## config.mk

```make
export PLATFORM = sky130hd
export DESIGN_NAME = aes_key_expand
export DESIGN_NICKNAME = d
export VERILOG_FILES = /design/src/rtl/aes_key_expand.sv
export SDC_FILE = /design/constraint.sdc
export NUM_CORES = 2
export LEC_CHECK = 0
export ABC_AREA = 1
export CAP_MARGIN = 10
export CORE_AREA = 2 2 607 609
export DETAILED_ROUTE_END_ITERATION = 8
export DIE_AREA = 0 0 609 611
export GPL_TIMING_DRIVEN = 0
export HOLD_SLACK_MARGIN = 0.03
export SYNTH_ARGS = -nofsm -noshare
export SYNTH_HDL_FRONTEND = slang
export SYNTH_SLANG_ARGS = --single-unit
```

## constraint.sdc

```tcl
create_clock -name clk -period 74 [get_ports clk]
set_clock_uncertainty 0.05 [all_clocks]
set_input_delay 22.2 -clock clk [delete_from_list [all_inputs] [get_ports clk]]
set_output_delay 22.2 -clock clk [all_outputs]
set_load 0.01 [all_outputs]
```

## src/rtl/aes_key_expand.sv

```systemverilog
// aes_key_expand: iterative AES-128/192/256 key schedule.
// Produces one 32-bit schedule word per clock and holds all Nr+1 round keys
// in registers. valid is a level that stays high until the next start.
module aes_key_expand #(
  parameter int unsigned Nk = 4,
  parameter int unsigned Nr = Nk + 6
) (
  input  logic           clk,
  input  logic           rst,
  input  logic           start,
  input  logic [Nk*32-1:0] key,
  output logic           busy,
  output logic           valid,
  output logic [127:0]   k_sch [0:Nr]
);

  localparam int unsigned KW = Nk * 32;
  localparam int unsigned NW = 4 * (Nr + 1);
  localparam int unsigned SW = NW * 32;
  localparam int unsigned IW = $clog2(NW + 1);
  localparam int unsigned PW = $clog2(Nk);
  localparam bit          HAS_SUB4 = (Nk == 8);

  // AES S-box; entry x lives at index ~x so entry 0 is the leftmost literal byte.
  localparam logic [255:0][7:0] SBOX_TBL = {
    128'h637c777bf26b6fc53001672bfed7ab76, 128'hca82c97dfa5947f0add4a2af9ca472c0,
    128'hb7fd9326363ff7cc34a5e5f171d83115, 128'h04c723c31896059a071280e2eb27b275,
    128'h09832c1a1b6e5aa0523bd6b329e32f84, 128'h53d100ed20fcb15b6acbbe394a4c58cf,
    128'hd0efaafb434d338545f9027f503c9fa8, 128'h51a3408f929d38f5bcb6da2110fff3d2,
    128'hcd0c13ec5f974417c4a77e3d645d1973, 128'h60814fdc222a908846eeb814de5e0bdb,
    128'he0323a0a4906245cc2d3ac629195e479, 128'he7c8376d8dd54ea96c56f4ea657aae08,
    128'hba78252e1ca6b4c6e8dd741f4bbd8b8a, 128'h703eb5664803f60e613557b986c11d9e,
    128'he1f8981169d98e949b1e87e9ce5528df, 128'h8ca1890dbfe6426841992d0fb054bb16
  };

  typedef enum logic [1:0] {
    IDLE   = 2'd0,
    EXPAND = 2'd1,
    DONE   = 2'd2
  } state_e;

  function automatic logic [7:0] sbox(input logic [7:0] x);
    return SBOX_TBL[~x];
  endfunction

  function automatic logic [31:0] sub_word(input logic [31:0] w);
    logic [31:0] r;
    r = '0;
    for (int j = 0; j < 4; j++) begin
      r[8*j +: 8] = sbox(w[8*j +: 8]);
    end
    return r;
  endfunction

  state_e          state_q, state_d;
  logic            busy_q, busy_d;
  logic            valid_q, valid_d;
  logic            load_c, step_c;
  logic [IW-1:0]   idx_q;
  logic [PW-1:0]   phase_q;
  logic [7:0]      rcon_q;
  logic [KW-1:0]   win_q;
  logic [SW-1:0]   words_q;

  logic [31:0]     prev_w, old_w, rot_w, sub_w, temp_w, new_w;
  logic [7:0]      rcon_nxt;
  logic [PW-1:0]   phase_nxt;

  // State and status flags.
  always_ff @(posedge clk or posedge rst) begin
    if (rst) begin
      state_q <= IDLE;
      busy_q  <= 1'b0;
      valid_q <= 1'b0;
    end else begin
      state_q <= state_d;
      busy_q  <= busy_d;
      valid_q <= valid_d;
    end
  end

  // Next state: start is honoured only when idle or done; the last word ends EXPAND.
  always_comb begin
    state_d = state_q;
    busy_d  = busy_q;
    valid_d = valid_q;
    load_c  = 1'b0;
    step_c  = 1'b0;
    case (state_q)
      IDLE, DONE: begin
        if (start) begin
          load_c  = 1'b1;
          busy_d  = 1'b1;
          valid_d = 1'b0;
          state_d = EXPAND;
        end
      end
      EXPAND: begin
        step_c = 1'b1;
        if (idx_q == IW'(NW - 1)) begin
          busy_d  = 1'b0;
          valid_d = 1'b1;
          state_d = DONE;
        end
      end
      default: state_d = IDLE;
    endcase
  end

  // Next schedule word from the sliding window w[i-Nk..i-1].
  always_comb begin
    prev_w    = win_q[KW-1 -: 32];
    old_w     = win_q[31:0];
    rot_w     = {prev_w[7:0], prev_w[31:8]};
    sub_w     = sub_word((phase_q == '0) ? rot_w : prev_w);
    rcon_nxt  = {rcon_q[6:0], 1'b0} ^ (rcon_q[7] ? 8'h1b : 8'h00);
    phase_nxt = (phase_q == PW'(Nk - 1)) ? '0 : PW'(phase_q + 1'b1);
    if (phase_q == '0) begin
      temp_w = sub_w ^ {24'h0, rcon_q};
    end else if (HAS_SUB4 && (phase_q == PW'(Nk / 2))) begin
      temp_w = sub_w;
    end else begin
      temp_w = prev_w;
    end
    new_w = old_w ^ temp_w;
  end

  // Schedule storage, word index, mod-Nk phase and Rcon.
  always_ff @(posedge clk or posedge rst) begin
    if (rst) begin
      idx_q   <= '0;
      phase_q <= '0;
      rcon_q  <= 8'h01;
      win_q   <= '0;
      words_q <= '0;
    end else if (load_c) begin
      idx_q            <= IW'(Nk);
      phase_q          <= '0;
      rcon_q           <= 8'h01;
      win_q            <= key;
      words_q[KW-1:0]  <= key;
    end else if (step_c) begin
      words_q[{idx_q, 5'd0} +: 32] <= new_w;
      win_q   <= {new_w, win_q[KW-1:32]};
      idx_q   <= IW'(idx_q + 1'b1);
      phase_q <= phase_nxt;
      if (phase_q == '0) begin
        rcon_q <= rcon_nxt;
      end
    end
  end

  assign busy  = busy_q;
  assign valid = valid_q;

  for (genvar r = 0; r <= Nr; r++) begin : g_ksch
    assign k_sch[r] = words_q[128*r +: 128];
  end

endmodule

```

==> metrics.txt <==
# TYPE chip_impl_metric gauge
chip_impl_metric{name="max_cap_viol_count",unit=""} 0
chip_impl_metric{name="place.gp.congestion",unit=""} 1.03
chip_impl_info{name="critical_path.startpoint",value="start"} 1
chip_impl_metric{name="num_rows",unit=""} 222
chip_impl_info{name="crit_slowest_cell",value="sky130_fd_sc_hd__clkbuf_1"} 1
chip_impl_info{name="whs_endpoint",value="words_q[983]"} 1
chip_impl_metric{name="fillerInstances",unit=""} 39355
chip_impl_metric{name="overflow",unit=""} 0
chip_impl_metric{name="syn-cell-area",unit="mm^2"} 0.0737
chip_impl_metric{name="regArea",unit="mm^2"} 0.0389
chip_impl_metric{name="drt-wirelength-per-cell",unit="um"} 35.8
chip_impl_info{name="ys.flop_type",value="sky130_fd_sc_hd__dfrtp_1"} 1
chip_impl_metric{name="htreeDepth",unit=""} 4
chip_impl_metric{name="synth_seq_area_share",unit=""} 0.529
chip_impl_metric{name="post_cts_hold_buffer_count",unit=""} 0
chip_impl_metric{name="yosys_reg_bits",unit=""} 1556
chip_impl_metric{name="global_route.usage.total",unit=""} 0.290
chip_impl_metric{name="numPortBuffers",unit=""} 1540
chip_impl_metric{name="clock_path_buffers",unit=""} 4
chip_impl_metric{name="worst_slew_margin_rel",unit=""} 0.00955
chip_impl_metric{name="worstRegToRegCells",unit=""} 22
chip_impl_info{name="rsz0062_at_grt",value="no"} 1
chip_impl_metric{name="critical_path_arrival",unit="ns"} 26.40
chip_impl_metric{name="worstSetupPathDepth",unit=""} 7
chip_impl_info{name="crit_family",value="buffers and inverters"} 1
chip_impl_metric{name="drive_above_1_share",unit=""} 0.0633
chip_impl_metric{name="global_route.usage.met1",unit=""} 0.360
chip_impl_metric{name="die_area",unit="mm^2"} 0.372
chip_impl_metric{name="wirelength",unit="mm"} 559
chip_impl_metric{name="initial_antenna_violation_count",unit=""} 113
chip_impl_metric{name="cts_inserted_buffers",unit=""} 186
chip_impl_metric{name="grt_util_met2",unit=""} 0.415
chip_impl_metric{name="effective_utilization_at_floorplan",unit=""} 0.202
chip_impl_info{name="crit_path_end_kind",value="flip-flop"} 1
chip_impl_metric{name="asyncSetResetFlopFracSynth",unit=""} 1.00
chip_impl_metric{name="synth_edf_count",unit=""} 0
chip_impl_metric{name="post_synth_cell_types",unit=""} 45
chip_impl_metric{name="die_w",unit="um"} 609
chip_impl_info{name="holdCritStartpoint",value="words_q[983]"} 1
chip_impl_info{name="outcome",value="finished, final reports clean"} 1
chip_impl_metric{name="tns",unit="ns"} 0
chip_impl_info{name="type_of_the_most_critical_hold_path",value="reg -> reg"} 1
chip_impl_metric{name="finalSetupViolCount",unit=""} 0
chip_impl_info{name="timing.critical_path.from_type",value="primary input"} 1
chip_impl_metric{name="drc_errors",unit=""} 0
chip_impl_info{name="cts_root_buffer",value="sky130_fd_sc_hd__clkbuf_16"} 1
chip_impl_metric{name="die_h",unit="um"} 611
chip_impl_metric{name="grt_max_degree",unit=""} 125
chip_impl_metric{name="number_of_warnings_reported_in_the_yosys_synthesis_log",unit=""} 0
chip_impl_metric{name="clkLatencyLatePin",unit="ns"} 0.91
chip_impl_metric{name="cts_num_sinks",unit=""} 1556
chip_impl_info{name="timing.rr.start",value="phase_q[0]"} 1
chip_impl_metric{name="worst-endpoint-required",unit="ns"} 74.71
chip_impl_metric{name="fin_crit",unit="ns"} 25.68
chip_impl_metric{name="critPathMaxFanout",unit=""} 10
chip_impl_metric{name="drt_first_pass_iters",unit=""} 6
chip_impl_metric{name="nNetsFinal",unit=""} 10798
chip_impl_metric{name="worst-slew-pin-transition",unit="ns"} 1.49
chip_impl_metric{name="post_synth_inst_count",unit=""} 8846
chip_impl_metric{name="core_area",unit="mm^2"} 0.365
chip_impl_metric{name="synthesized_net_count",unit=""} 9034
chip_impl_info{name="layout.cells.most_common_list",value="sky130_fd_sc_hd__nand2_1, sky130_fd_sc_hd__dfrtp_1, sky130_fd_sc_hd__clkdlybuf4s50_1"} 1
chip_impl_metric{name="post_cts.repair.setup_buffers",unit=""} 0
chip_impl_info{name="worstPathCellList",value="clkdlybuf4s50_1 > nand2_1 > clkinv_1 > clkbuf_1 > clkbuf_1 > nand2_1 > o211ai_1"} 1
chip_impl_metric{name="postCtsResizedCells",unit=""} 0
chip_impl_metric{name="grt_first_pass_wirelength",unit="mm"} 726
chip_impl_metric{name="multi_input_logic_area",unit="mm^2"} 0.0290
chip_impl_info{name="tritoncts",value="yes"} 1
chip_impl_metric{name="setup.reg_to_reg.worst_slack",unit="ns"} 66.01
chip_impl_metric{name="buf_inv_on_cp",unit=""} 4
chip_impl_metric{name="synth.avg_cell_area",unit="um^2"} 8.33
chip_impl_info{name="commonest_non_fill_non_tap_cell_in_the_layout",value="sky130_fd_sc_hd__nand2_1"} 1
chip_impl_info{name="worstSetupPathType",value="in -> reg"} 1
chip_impl_metric{name="io_pins",unit=""} 1541
chip_impl_metric{name="dp_hpwl",unit="mm"} 442
chip_impl_metric{name="route.antenna.remaining_nets",unit=""} 0
chip_impl_metric{name="drtIter0Drc",unit=""} 10067
chip_impl_metric{name="critical-path-max-stage-delay",unit="ns"} 1.03
chip_impl_info{name="grt-busiest-layer",value="met2"} 1
chip_impl_metric{name="min_path_cells",unit=""} 2
chip_impl_metric{name="timing.fmax",unit="MHz"} 38.9
chip_impl_metric{name="area_delta_synth_final",unit="%"} 38.7
chip_impl_metric{name="final_max_slew_viol_count",unit=""} 0
chip_impl_info{name="reg2reg_to",value="words_q[117]"} 1
chip_impl_metric{name="timing_hold_violations_final",unit=""} 0
chip_impl_metric{name="final.period_utilization",unit=""} 0.347
chip_impl_metric{name="vias_in_the_first_global_route",unit=""} 74481
chip_impl_metric{name="routed_via_density",unit=""} 5.00
chip_impl_metric{name="globalRouteMet3Util",unit=""} 0.0907
chip_impl_metric{name="clock_transition_time_at_the_flip_flop_clock_pins_of_the_worst_setup_and_hold_paths",unit="ns"} 0.06
chip_impl_metric{name="vias",unit=""} 77995
-- metal layers --
layer / wire length, um / part of all wire / vias to the layer above
met5: 222 / 0.00040 / -
met4: 51600 / 0.092 / 34
met3: 55300 / 0.099 / 1137
met2: 231000 / 0.41 / 4779
met1: 222000 / 0.40 / 39332
li1: - / - / 32713
-- area by class of cell --
class / count / area share
flip-flops and latches: 1556 / 0.381
multi-input cells: 5870 / 0.283
repair buffers: 1576 / 0.159
well taps: 4816 / 0.0590
clock buffers: 269 / 0.0530
inverters: 827 / 0.0305
plain buffers: 593 / 0.0264
clock inverters: 59 / 0.00683
diodes: 45 / 0.00110
-- registers in the layout, indices dropped and copies added, names as in the netlist --
name	count
words_q	1408
win_q	128
rcon_q	8
idx_q	6
phase_q	2
state_q	2
busy	1
valid	1
-- worst max path at each step --
stage | to | slack, ns
final | words_q[92] | 48.32
after global routing | words_q[92] | 48.50
after CTS | words_q[92] | 48.48
after detailed placement | words_q[92] | 47.58
after global placement | words_q[557] | -14.25
after floorplan | busy | 7.85
-- metrics by stage --
stage / hold WS (ns) / area, um^2 / utilization / setup WS [ns] / instances
2_1_floorplan: 0.433 / 73700 / - / 7.85 / 8846
3_5_place_dp: 0.420 / 95900 / 0.263 / 47.58 / 15236
3_3_place_gp: 0.416 / 95100 / 0.261 / -14.25 / 15202
6_report: 0.431 / 102000 / 0.280 / 48.32 / 15611
5_1_grt: 0.448 / 102000 / 0.280 / 48.50 / 15579
4_1_cts: 0.435 / 102000 / 0.279 / 48.48 / 15564
-- cells in the mapped netlist, types with 3 or more instances --
library cell | instances | share of area
sky130_fd_sc_hd__a21oi_1 | 363 | 0.025
sky130_fd_sc_hd__buf_4 | 46 | 0.0047
sky130_fd_sc_hd__nand3_2 | 8 | 0.0011
sky130_fd_sc_hd__nor3_1 | 12 | 0.00082
sky130_fd_sc_hd__o21ai_0 | 835 | 0.057
sky130_fd_sc_hd__buf_6 | 16 | 0.0024
sky130_fd_sc_hd__nor3_2 | 6 | 0.00082
sky130_fd_sc_hd__inv_1 | 780 | 0.040
sky130_fd_sc_hd__o21ai_2 | 18 | 0.0021
sky130_fd_sc_hd__mux2i_1 | 122 | 0.017
sky130_fd_sc_hd__ha_1 | 57 | 0.0097
sky130_fd_sc_hd__nor2_2 | 18 | 0.0015
sky130_fd_sc_hd__o21bai_1 | 34 | 0.0035
sky130_fd_sc_hd__o21ai_1 | 96 | 0.0065
sky130_fd_sc_hd__buf_1 | 41 | 0.0021
sky130_fd_sc_hd__a21oi_2 | 6 | 0.00071
sky130_fd_sc_hd__buf_2 | 128 | 0.0087
sky130_fd_sc_hd__o211ai_1 | 156 | 0.016
sky130_fd_sc_hd__nand2_1 | 2155 | 0.11
sky130_fd_sc_hd__nand3b_1 | 7 | 0.00071
sky130_fd_sc_hd__inv_2 | 35 | 0.0018
sky130_fd_sc_hd__nor2_4 | 16 | 0.0024
sky130_fd_sc_hd__a31oi_1 | 6 | 0.00051
sky130_fd_sc_hd__dfrtp_1 | 1555 | 0.53
sky130_fd_sc_hd__o21ai_4 | 8 | 0.0018
sky130_fd_sc_hd__o22ai_1 | 13 | 0.0011
sky130_fd_sc_hd__xnor2_1 | 3 | 0.00036
sky130_fd_sc_hd__nand3_1 | 1068 | 0.073
sky130_fd_sc_hd__nand4_1 | 64 | 0.0054
sky130_fd_sc_hd__clkbuf_1 | 361 | 0.018
sky130_fd_sc_hd__clkinv_1 | 10 | 0.00051
sky130_fd_sc_hd__nand2_2 | 31 | 0.0026
sky130_fd_sc_hd__nor2_1 | 485 | 0.025
sky130_fd_sc_hd__o221ai_1 | 65 | 0.0077
sky130_fd_sc_hd__or2_2 | 3 | 0.00025
sky130_fd_sc_hd__o21a_1 | 208 | 0.021
-- worst reg2reg max path, stage by stage (launching register included) --
cell and delay (ns):
sky130_fd_sc_hd__dfrtp_1 0.40, sky130_fd_sc_hd__inv_1 0.08, sky130_fd_sc_hd__ha_1 0.21, sky130_fd_sc_hd__buf_6 0.17, sky130_fd_sc_hd__buf_6 0.18, sky130_fd_sc_hd__o21ai_2 0.84, sky130_fd_sc_hd__ha_1 0.38, sky130_fd_sc_hd__inv_1 0.08
sky130_fd_sc_hd__nor2_1 0.75, sky130_fd_sc_hd__inv_1 0.49, sky130_fd_sc_hd__nand2_1 0.32, sky130_fd_sc_hd__nand2_1 0.17, sky130_fd_sc_hd__nand2_1 0.11, sky130_fd_sc_hd__nand3_1 0.10, sky130_fd_sc_hd__nand4_1 0.14, sky130_fd_sc_hd__nand3_1 0.12
sky130_fd_sc_hd__nand3_1 0.16, sky130_fd_sc_hd__nand2_1 0.07, sky130_fd_sc_hd__nand2_1 0.08, sky130_fd_sc_hd__nand2_1 0.64, sky130_fd_sc_hd__inv_1 0.84, sky130_fd_sc_hd__nand3_1 1.03, sky130_fd_sc_hd__o211ai_1 0.50
-- cell families (layout without fill, tap and decap cells) --
family                   after synthesis  count (layout)  share of synthesized area
adder cells (fa/ha/maj)               57              57                    0.00968
buffers and inverters               1420            3324                     0.0787
AO/OA/AOI/OAI                       1812            1812                      0.143
multiplexers                         122             122                     0.0166
other                                  0              45                          0
flip-flops                          1556            1556                      0.529
AND/OR/NAND/NOR                     3876            3876                      0.223
XOR/XNOR                               3               3                   0.000357
Power is left out: the tool's default activity adds up to more than one toggle a clock period on the data nets, which glitch-free logic cannot reach.
